`src/rtl/fsm_param_seq.sv`:
```
// fsm_param_seq: parametrised stepping state machine for FSM-coverage diags.
// MODE 0 toggles between states 0 and 1, MODE 1 is a bidirectional ring,
// MODE 2 counts up/down and saturates at both ends. A forced load has
// priority over a step request. Attempts to reach a state outside
// 0..NUM_STATES-1 set a sticky illegal flag.
// Optional build macro FSM_DWELL_EN: a step request is accepted only after
// the state has been held for at least two cycles.
module fsm_param_seq #(
    parameter int STATE_W    = 2,
    parameter int NUM_STATES = 4,
    parameter int MODE       = 1,
    parameter int CNT_W      = 8
) (
    input  logic               clock,
    input  logic               reset_n,
    input  logic               go,
    input  logic               dir,
    input  logic               force_vld,
    input  logic [STATE_W-1:0] force_state,
    output logic [STATE_W-1:0] state,
    output logic               out_b,
    output logic               wrap,
    output logic               illegal,
    output logic [CNT_W-1:0]   trans_cnt
);

    // Toggle mode only ever uses two states, whatever NUM_STATES says.
    localparam int NS = (MODE == 0) ? 2 : NUM_STATES;
    // One extra bit so NS == 2**STATE_W stays representable.
    localparam logic [STATE_W:0]   NS_V = (STATE_W + 1)'(NS);
    localparam logic [STATE_W-1:0] LAST = STATE_W'(NS - 1);

    logic [STATE_W-1:0] state_q, state_d;
    logic               wrap_q, wrap_d;
    logic               illegal_q, illegal_d;
    logic [CNT_W-1:0]   cnt_q, cnt_d;
    logic               go_ok_s;
    logic               force_legal_s;
    logic               state_legal_s;

    assign force_legal_s = ({1'b0, force_state} < NS_V);
    assign state_legal_s = ({1'b0, state_q} < NS_V);

`ifdef FSM_DWELL_EN
    logic [1:0] dwell_q, dwell_d;

    assign go_ok_s = go && (dwell_q == 2'd2);

    // Dwell counter: restarts on every state change, saturates at 2.
    always_comb begin
        dwell_d = dwell_q;
        if (state_d != state_q) begin
            dwell_d = 2'd0;
        end else if (dwell_q != 2'd2) begin
            dwell_d = dwell_q + 2'd1;
        end else begin
            dwell_d = dwell_q;
        end
    end

    // Dwell counter register.
    always_ff @(posedge clock) begin
        if (!reset_n) begin
            dwell_q <= 2'd0;
        end else begin
            dwell_q <= dwell_d;
        end
    end
`else
    assign go_ok_s = go;
`endif

    // Next-state decode: force beats step, step behaviour depends on MODE.
    always_comb begin
        state_d   = state_q;
        wrap_d    = 1'b0;
        illegal_d = illegal_q;
        cnt_d     = cnt_q;
        if (force_vld) begin
            if (force_legal_s) begin
                state_d = force_state;
                if (force_state != state_q) begin
                    cnt_d = cnt_q + CNT_W'(1);
                end else begin
                    cnt_d = cnt_q;
                end
            end else begin
                illegal_d = 1'b1;
            end
        end else if (go_ok_s) begin
            if (!state_legal_s) begin
                // Recover from a corrupted state register.
                state_d   = '0;
                illegal_d = 1'b1;
                cnt_d     = cnt_q + CNT_W'(1);
            end else begin
                case (MODE)
                    0: begin
                        state_d    = '0;
                        state_d[0] = ~state_q[0];
                        wrap_d     = state_q[0];
                        cnt_d      = cnt_q + CNT_W'(1);
                    end
                    1: begin
                        if (dir) begin
                            if (state_q == LAST) begin
                                state_d = '0;
                                wrap_d  = 1'b1;
                            end else begin
                                state_d = state_q + STATE_W'(1);
                            end
                        end else begin
                            if (state_q == '0) begin
                                state_d = LAST;
                                wrap_d  = 1'b1;
                            end else begin
                                state_d = state_q - STATE_W'(1);
                            end
                        end
                        cnt_d = cnt_q + CNT_W'(1);
                    end
                    2: begin
                        if (dir && (state_q != LAST)) begin
                            state_d = state_q + STATE_W'(1);
                            cnt_d   = cnt_q + CNT_W'(1);
                        end else if (!dir && (state_q != '0)) begin
                            state_d = state_q - STATE_W'(1);
                            cnt_d   = cnt_q + CNT_W'(1);
                        end else begin
                            state_d = state_q;
                        end
                    end
                    default: begin
                        state_d = state_q;
                    end
                endcase
            end
        end else begin
            state_d = state_q;
        end
    end

    // State, wrap pulse, sticky illegal flag and transition counter.
    always_ff @(posedge clock) begin
        if (!reset_n) begin
            state_q   <= '0;
            wrap_q    <= 1'b0;
            illegal_q <= 1'b0;
            cnt_q     <= '0;
        end else begin
            state_q   <= state_d;
            wrap_q    <= wrap_d;
            illegal_q <= illegal_d;
            cnt_q     <= cnt_d;
        end
    end

    assign state     = state_q;
    assign out_b     = (state_q == '0);
    assign wrap      = wrap_q;
    assign illegal   = illegal_q;
    assign trans_cnt = cnt_q;

endmodule

```
`config.mk`:
```
export PLATFORM = sky130hd
export DESIGN_NAME = fsm_param_seq
export DESIGN_NICKNAME = d
export VERILOG_FILES = /design/src/rtl/fsm_param_seq.sv
export SDC_FILE = /design/constraint.sdc
export NUM_CORES = 1
export LEC_CHECK = 0
export CORE_MARGIN = 2
export CORE_UTILIZATION = 35
export CTS_CLUSTER_SIZE = 24
export DETAILED_ROUTE_END_ITERATION = 8
export HOLD_SLACK_MARGIN = 0.15
export PLACE_DENSITY_LB_ADDON = 0.1
export SLEW_MARGIN = 20
export SYNTH_ARGS = -nofsm -noshare
export SYNTH_HDL_FRONTEND = slang
export SYNTH_SLANG_ARGS = --single-unit
```
`constraint.sdc`:
```
create_clock -name clock -period 1.75 [get_ports clock]
set_input_delay 0.35 -clock clock [delete_from_list [all_inputs] [get_ports clock]]
set_output_delay 0.35 -clock clock [all_outputs]
set_load 0.02 [all_outputs]
```
# [After elaboration in Yosys (flattened, before gate mapping)]
# Index checks and enable logic that the tools add are counted.
[totals] ff_bits=11 elab_cells=26 output_inout_bits=13 inputBits=7
[classes] n_addsub=3 reduce_logical=4 n_eq_ne=3 n_mux=11 bitwise_logic=2
[op_table] cell="two-way mux 8 bit" n=3
[op_table] cell="two-way mux 2 bit" n=5
[op_table] cell="adder 8 x 1 -> 8 bit (second input constant)" n=1
[op_table] cell="two-way mux 1 bit" n=3
[op_table] cell="OR reduction 3 bit" n=1
[op_table] cell="adder 2 x 1 -> 2 bit (second input constant)" n=1
[op_table] cell="equality test 2 bit (second input constant)" n=1
[op_table] cell="zero test 2 bit" n=1
[op_table] cell="!= test 2 x 1 -> 1 bit (second input constant)" n=1
[op_table] cell="!= test 2 bit" n=1
[op_table] cell="NOT 1 bit" n=2
[op_table] cell="AND reduction 2 bit" n=1
[op_table] cell="nonzero test 2 bit" n=1
[op_table] cell="subtractor 2 x 1 -> 2 bit (second input constant)" n=1

# [Depth between registers and ports, before layout]
# Gate-level depths: netlist of the first run.
[logic_depth] word_depth=5 depth_mapped=6 mapped_depth_nobuf=6

# [Worst setup path before layout of the first run]
# Ideal clock, no wire load.
[synth_path] kind="register to register" from="reg state_q[0] (netlist: state[0])" to="reg cnt_q[5] (netlist: trans_cnt[5])" path_slack_ps=145 period_less_slack_ps=1605 t_arrival_ps=1534 setup_time_ps=70 path_stages_with_launch=6 n_path_buf=1 required_time_ps=1680 cell_sequence="dfxtp_1 xnor2_1 and3_1 buf_6 or4_1 a21boi_1"
[synth_via] elab_chain_len=3
[synth_rtl] element="from (decl)" line_no="33" source="logic [STATE_W-1:0] state_q, state_d;"
[synth_rtl] element="from (signal assigned)" line_no="151" source="state_q <= state_d;"
[synth_rtl] element="!= test 2 bit" line_no="82" source="if (force_state != state_q) begin"
[synth_rtl] element="!= test 2 x 1 -> 1 bit (no source line)"
[synth_rtl] element="AND reduction 2 bit (no source line)"
[synth_rtl] element="to (signal assigned)" line_no="154" source="cnt_q <= cnt_d;"
[synth_rtl] element="to (decl)" line_no="36" source="logic [CNT_W-1:0] cnt_q, cnt_d;"
# No other way between the ends.
# A chain may end at the register's enable or synchronous reset.

# [Final worst setup path of the first run]
[layout_path] from="reg state_q[1] (netlist: state[1])" to="out state[1]"
[layout_lines] element="to (decl)" line_no="20" source="output logic [STATE_W-1:0] state,"
# No word-level cell between the ends.

==> results of run 1 <==
routing by layer:
layer	part of all wire [%]	track usage, %	wire length (µm)
met5	0	0	0
met4	0.85	6.86	11
met3	3.9	3.57	50
met2	47	22.2	602
met1	49	20.7	628
sequential cells by signal, summed over array words and instances (netlist names):
| signal | count |
|---|---|
| trans_cnt | 8 |
| state | 2 |
| wrap | 1 |
timing repair:
action,4_1_cts,5_1_grt
setup endpoints to repair,1,1
setup buffers,0,0
resized for setup,2,1
pin swaps,0,0
hold endpoints to repair,0,0
kinds of logic (layout without fill, tap and decap cells):
logic type	after synthesis	after routing	share of synthesized area [%]
adders and majority gates	3	3	6.07
AOI/OAI and AO/OA	15	15	17.4
and+or+nand+nor	25	25	21.7
muxes	3	3	4.86
xor gates and xnor gates	5	5	7.09
other	1	1	0.607
DFF	11	11	35.6
buffers and inverters	8	35	6.68
cells in the final DEF, fill, tap and decap left out:
cell,synthesis,final
clkdlybuf4s50_1,0,17
nand2_1,10,10
buf_4,1,10
dfxtp_1,11,10
nand2b_1,4,4
inv_1,3,3
xnor2_1,3,3
o21ai_0,3,3
mux2i_1,3,3
and2_1,3,3
ha_1,3,3
clkbuf_4,0,3
o211ai_1,2,2
nand3_1,2,2
a21boi_1,2,2
xor2_1,2,2
and3_1,1,1
o31ai_1,1,1
or4_1,1,1
o311ai_1,1,1
o41ai_1,1,1
a211oi_1,1,1
nor4_1,1,1
a311oi_1,1,1
or4b_1,1,1
nor2_1,1,1
a31oi_1,1,1
a21oi_1,1,1
a311o_1,1,1
nor4b_2,0,1
conb_1,1,1
clkbuf_1,3,1
dlygate4sd2_1,0,1
dfxtp_2,0,1
cells in the mapped netlist:
library cell	number
a211oi_1	1
a21boi_1	2
a21oi_1	1
a311o_1	1
a311oi_1	1
a31oi_1	1
and2_1	3
and3_1	1
buf_4	1
buf_6	1
clkbuf_1	3
conb_1	1
dfxtp_1	11
ha_1	3
inv_1	3
mux2i_1	3
nand2_1	10
nand2b_1	4
nand3_1	2
nor2_1	1
nor4_1	1
nor4b_1	1
o211ai_1	2
o21ai_0	3
o311ai_1	1
o31ai_1	1
o41ai_1	1
or4_1	1
or4b_1	1
xnor2_1	3
xor2_1	2
tightest hold or removal path, cell delays in order (launching register included):
cell	delay [ps]
dfxtp_1	320
nand2_1	60
mux2i_1	50
layout make-up:
cell class | instances | area, µm² | area share (%)
Multi-Input combinational cell | 52 | 363 | 40.4
Timing Repair Buffer | 28 | 254 | 28.3
Tap cell | 17 | 21.3 | 2.37
Sequential cell | 11 | 221 | 24.7
Clock buffer | 4 | 26.3 | 2.93
Inverter | 3 | 11.3 | 1.26
power breakdown:
part,switching [mW],internal [mW]
sequential,0.0165,0.264
combinational,0.0750,0.0855
clock,0.0788,0.0880
metrics by stage:
step                      utilization (%)  hold WS (ps)  setup WS, ps
after floorplan                         -           485           145
after global placement               51.2           452          -144
after detailed placement             51.2           478          -211
after CTS                            52.7           488          53.7
after global routing                 53.1           524          10.5
final                                53.1           482          77.9
worst max-delay path by stage:
stage / start / to / slack [ps] / depth (start not counted)
after floorplan: state[0] / trans_cnt[5] / 150 / 5
after global placement: force_state[1] / trans_cnt[6] / -140 / 5
after detailed placement: force_state[1] / trans_cnt[6] / -210 / 5
after CTS: trans_cnt[2] / trans_cnt[2] / 50 / 1
after global routing: trans_cnt[2] / trans_cnt[2] / 10 / 1
final: state[1] / state[1] / 80 / 1
==> results.toml, run 1 <==
[routing]
post_drt_via_cell_ratio = 5.09
drc = 0
first_pass_iters = 4
finalWirelength_um = 1290
wl_per_cell_um = 11.2
ant_nets = 0
dr.first_iter.drc_count = 7
num_vias = 585

[clock_network]
clockBufferDepth = 2
cts_buffers = 3
cts-root-buf = "clkbuf_4"
tritoncts = "built"
clock_latency_ps = 260
hold_buffers = 0
htreeDepth = 1
path_clk_slew_ps = 70
cts_sinks = 11

[sta]
final.setup_skew_ps = 3.16
rsz0062_at_grt = "no"
fmax_mhz = 598
period_share_pct = 95.5
maxSlewViolCount = 0
period_minus_slack_ps = 1670
tns_ps = 0
worst_pin_slew_ps = 533
hold_viol = 0
slew_headroom_pct = 64.1
setup_violations = 0

[synth]
ys_seq_elements = 11
synth-seq-area-share_pct = 35.6
synth_top_area_share_pct = 35.6
yosysTopAreaCell = "dfxtp_1"
ys_top_cells_by_area = "dfxtp_1 (36%), ha_1 (6.1%), nand2_1 (6.1%)"
netlist_instances = 71
yosys.cell_types.count = 31
ys_warn_count = 0
netlist_area_um2 = 618
syn_avg_cell_area_um2 = 8.71
synthesis.nets = 81

[critical_path]
crit_path_end_kind = "output pin"
startpoint_type = "flop"
path_buf_inv = 1
cp_top_family = "buffers and inverters"
crit_type = "flop to output pin"
critPathMaxStageDelay_ps = 640
worst_ep_required_time_ps = 1400
r2r_cells = 4
cp_cell_sequence = "clkdlybuf4s50_1"
r2r_start = "state[1]"
crit_arrival_ps = 1320
rr_endpoint = "trans_cnt[5]"
path_max_fanout = 5
slowest_stage = "clkdlybuf4s50_1"
r2r_slack_ps = 260

[finish]
fin_nets = 109
fillers = 168
drive_gt1_share_pct = 15.3
final_cells = 115
antenna_cells = 0
final_cell_area_um2 = 897
synthToLayoutAreaGrowth_pct = 45.1

[place]
dpl_cell_area_um2 = 865
port_buffers = 18
routabilityCongestion = 0.758
dp_hpwl_um = 1030
dp.cells = 111

[pwr]
power.density_nw_per_um2 = 678
leakagePower_nw = 0.350
finalPower_uw = 608
ir_drop_mv = 0.424

[global_routing]
grt_use_total_pct = 15.1
overflow = 0
grt_pass1_vias = 555
grt_max_degree = 9
grt_pass1_wl_um = 2280
antenna_found_initial = 0

[floorplanning]
core_area_um2 = 1690
ios = 20
dieHeight_um = 46.0
fp.dieW_um = 46.0
dieArea_um2 = 2120
rows = 15
start_util_pct = 36.6

[min_path]
hold_end = "trans_cnt[7]"
worstHoldPathType = "flop to flop"
min-delay-start = "trans_cnt[7]"
whs_path_depth = 2

[outcome]
status = "complete, no violations"

[flow_run]
maxCapViolCount = 0
Note: power is estimated with default switching activity, not from simulation.
==> run 2, diff against run 1 <==
==> constraint.sdc (replaced) <==
create_clock -name clock -period 1.75 [get_ports clock]
set_input_delay 0.4375 -clock clock [delete_from_list [all_inputs] [get_ports clock]]
set_output_delay 0.4375 -clock clock [all_outputs]
set_load 0.02 [all_outputs]
==> results.toml, run 2 (synthesis gave the netlist of run 1 again) <==
[sta]
hold_viol = 0
period_minus_slack_ps = 1700
fmax_mhz = 587
rsz0062_at_grt = "no"
period_share_pct = 97.3
tns_ps = 0
setup_violations = 0
fin_ws_ps = 46.7
final.setup_skew_ps = 0.478
maxSlewViolCount = 0

[place]
port_buffers = 18
dp_slack_ps = -259
dp_hpwl_um = 1070
routabilityCongestion = 0.751

[routing]
finalWirelength_um = 1400
drc = 0
num_vias = 609
first_pass_iters = 4
dr.first_iter.drc_count = 10
ant_nets = 0
wl_per_cell_um = 11.9
post_drt_via_cell_ratio = 5.21

[pwr]
finalPower_uw = 616
power.density_nw_per_um2 = 662
leakagePower_nw = 0.460
ir_drop_mv = 0.332

[min_path]
worstHoldPathType = "flop to flop"

[critical_path]
cp_top_family = "buffers and inverters"
crit_type = "flop to output pin"
slowest_stage = "clkdlybuf4s50_1"
startpoint_type = "flop"
path_max_fanout = 4
cp_cell_sequence = "clkdlybuf4s50_1"
crit_arrival_ps = 1270
critPathMaxStageDelay_ps = 620
worst_ep_required_time_ps = 1310
path_buf_inv = 1
crit_path_end_kind = "output pin"

[clock_network]
hold_buffers = 0
path_clk_slew_ps = 70
cts-root-buf = "clkbuf_4"
cts_resized = 3
cts_sinks = 11
post_cts_buffers = 0
tritoncts = "built"
clock_latency_ps = 260
clockBufferDepth = 2
htreeDepth = 1
cts_buffers = 3

[floorplanning]
fp.dieW_um = 46.0
dieHeight_um = 46.0
ios = 20
core_area_um2 = 1690
rows = 15
start_util_pct = 36.6
dieArea_um2 = 2120

[finish]
fin_nets = 111
drive_gt1_share_pct = 17.0
synthToLayoutAreaGrowth_pct = 50.4
layout_common_cells = "buf_4 (12), dfxtp_1 (11), nand2_1 (10), clkdlybuf4s50_1 (9), dlymetal6s2s_1 (6)"
antenna_cells = 0
layout_commonest_cell = "buf_4"
largest_reg_flops = 8

[flow_run]
maxCapViolCount = 0

[global_routing]
antenna_found_initial = 0
grt_pass1_vias = 544
grt_use_total_pct = 15.9
grt_max_degree = 10
overflow = 0
grt_pass1_wl_um = 2280

[outcome]
status = "complete, no violations"
-- run 2: cell count changes in the layout (fill, tap and decap cells not counted), moves of 2 or more --
| cell | change |
|---|---|
| clkdlybuf4s50_1 | -8 |
| dlymetal6s2s_1 | +6 |
| buf_4 | +2 |
| dlygate4sd2_1 | +2 |
-- run 2: cell type report --
class	instances	area, µm²
clock buffers	4	26.3
well taps	17	21.3
fillers	161	759
inverters	3	11.3
flip-flops and latches	11	220
multi-input cells	52	369
repair buffers	30	282
-- run 2: path summary, 6_finish.rpt --
path | to | start | depth (start not counted) | slack [ps]
worst max-delay path | trans_cnt[1] | trans_cnt[1] | 1 | 50
worst min-delay path | trans_cnt[6] | trans_cnt[6] | 2 | 490
worst max register to register | trans_cnt[7] | state[1] | 5 | 210
worst min register to register | trans_cnt[6] | trans_cnt[6] | 2 | 490
-- run 2: worst min-delay path, delay by kind of cell (launching register included) --
| family | cells | cell delay [ps] |
|---|---|---|
| multiplexers | 1 | 50 |
| AND/OR/NAND/NOR | 1 | 60 |
| flip-flops | 1 | 330 |
-- run 2: layer usage --
layer / global-route usage (%) / part of all wire [%]
met3: 4.76 / 6.5
met4: 12.0 / 3.2
met2: 23.9 / 48
met1: 18.8 / 42
met5: 0 / 0
-- run 2: where the power goes --
group	switching (mW)	leakage (nW)	internal, mW
clock	0.0826	0.0150	0.0882
combinational	0.0798	0.356	0.0879
sequential	0.0139	0.0896	0.264
-- run 2: through the flow --
stage	instance area, µm²	utilization (%)	instances	hold slack (ps)
floorplan	618	-	71	540
global placement	880	52.1	113	452
detailed placement	880	52.1	113	480
CTS	902	53.4	117	491
global route	930	55.0	117	500
finish	930	55.0	117	489
==> run 3, diff against run 2 <==
Settings changed: TNS_END_PERCENT set to 30.
==> results.toml, run 3 (synthesis gave the netlist of run 1 again) <==
[clock_network]
clockBufferDepth = 2
post_cts_buffers = 0
tritoncts = "built"
path_clk_slew_ps = 70
cts_buffers = 3
cts_resized = 3
htreeDepth = 1
clock_latency_ps = 260
cts_sinks = 11
cts-root-buf = "clkbuf_4"
hold_buffers = 0

[routing]
post_drt_via_cell_ratio = 5.09
ant_nets = 0
wl_per_cell_um = 11.8
drc = 0
finalWirelength_um = 1380
num_vias = 595
first_pass_iters = 4
dr.first_iter.drc_count = 9

[critical_path]
critPathMaxStageDelay_ps = 620
worst_ep_required_time_ps = 1310
path_max_fanout = 4
crit_type = "flop to output pin"
crit_path_end_kind = "output pin"
rr_endpoint = "trans_cnt[7]"
slowest_stage = "clkdlybuf4s50_1"
startpoint_type = "flop"
crit_arrival_ps = 1270
crit_cells = 1
cp_cell_sequence = "clkdlybuf4s50_1"
r2r_slack_ps = 220
path_buf_inv = 1
r2r_cells = 5
r2r_start = "state[1]"
cp_top_family = "buffers and inverters"

[floorplanning]
core_area_um2 = 1690
start_util_pct = 36.6
dieHeight_um = 46.0
rows = 15
ios = 20
fp.dieW_um = 46.0
dieArea_um2 = 2120

[sta]
rsz0062_at_grt = "no"
period_minus_slack_ps = 1700
hold_viol = 0
maxSlewViolCount = 0
final.setup_skew_ps = 1.09
fin_ws_ps = 46.3
period_share_pct = 97.4
fmax_mhz = 587
setup_violations = 0

[global_routing]
grt_pass1_wl_um = 2280
grt_use_total_pct = 15.9
grt_pass1_vias = 544
grt_max_degree = 10
overflow = 0
antenna_found_initial = 0

[flow_run]
maxCapViolCount = 0

[finish]
layout_common_cells = "buf_4 (12), dfxtp_1 (11), nand2_1 (10), clkdlybuf4s50_1 (10), dlymetal6s2s_1 (5)"
drive_gt1_share_pct = 16.0
fin_nets = 111
synthToLayoutAreaGrowth_pct = 48.8
fillers = 160
antenna_cells = 0
final_util_pct = 54.4
largest_reg_flops = 8
layout_commonest_cell = "buf_4"

[min_path]
worstHoldPathType = "flop to flop"
whs_path_depth = 2
hold_end = "trans_cnt[6]"
min-delay-start = "trans_cnt[6]"

[place]
dp_slack_ps = -259
routabilityCongestion = 0.751
port_buffers = 18
dp_hpwl_um = 1070

[pwr]
ir_drop_mv = 0.332
power.density_nw_per_um2 = 670
leakagePower_nw = 0.441
finalPower_uw = 616

[outcome]
status = "complete, no violations"
-- run 3: cell count changes in the layout (fill, tap and decap cells not counted), sizes merged --
cell / before / now
clkdlybuf4s50: 9 / 10
dlymetal6s2s: 6 / 5
-- run 3: layout make-up --
cell class | instances | area [µm²] | area share [%]
clock buffer | 4 | 26.3 | 2.86
inverter | 3 | 11.3 | 1.22
multi-input combinational | 52 | 362 | 39.3
sequential | 11 | 220 | 23.9
tap | 17 | 21.3 | 2.31
timing repair buffer | 30 | 279 | 30.3
-- run 3: tightest hold or removal path: stages (launching register included) --
cell	delay [ps]
dfxtp_1	330
nand2_1	60
mux2i_1	50
-- run 3: per-stage QoR --
stage	hold slack, ps	instances	area, µm²	setup TNS, ps
after floorplan	540	71	618	0
after global placement	452	113	880	-1200
after detailed placement	480	113	880	-1400
after CTS	491	117	902	0
after global routing	500	117	920	0
final	489	117	920	0
-- run 3: per-layer routing --
metal	global-route usage [%]	share of wire [%]	wire length, µm	up-vias
li1	-	-	-	307
met1	18.8	45	614	268
met2	23.9	47	654	15
met3	4.76	4.5	62	5
met4	12.0	3.3	45	0
met5	0	0	0	-
-- run 3: report_power, final --
part           switching (mW)  total (mW)  internal (mW)
clock                  0.0836       0.172         0.0882
combinational          0.0791       0.167         0.0879
sequential             0.0139       0.277          0.264
total                   0.177       0.616          0.440
-- run 3: worst max path at each step --
stage	from	to	slack, ps
finish	trans_cnt[1]	trans_cnt[1]	50
global route	state[1]	out_b	3
CTS	trans_cnt[0]	trans_cnt[0]	0.2
detailed placement	force_state[1]	trans_cnt[7]	-260
global placement	force_state[1]	trans_cnt[6]	-240
floorplan	state[0]	trans_cnt[5]	150
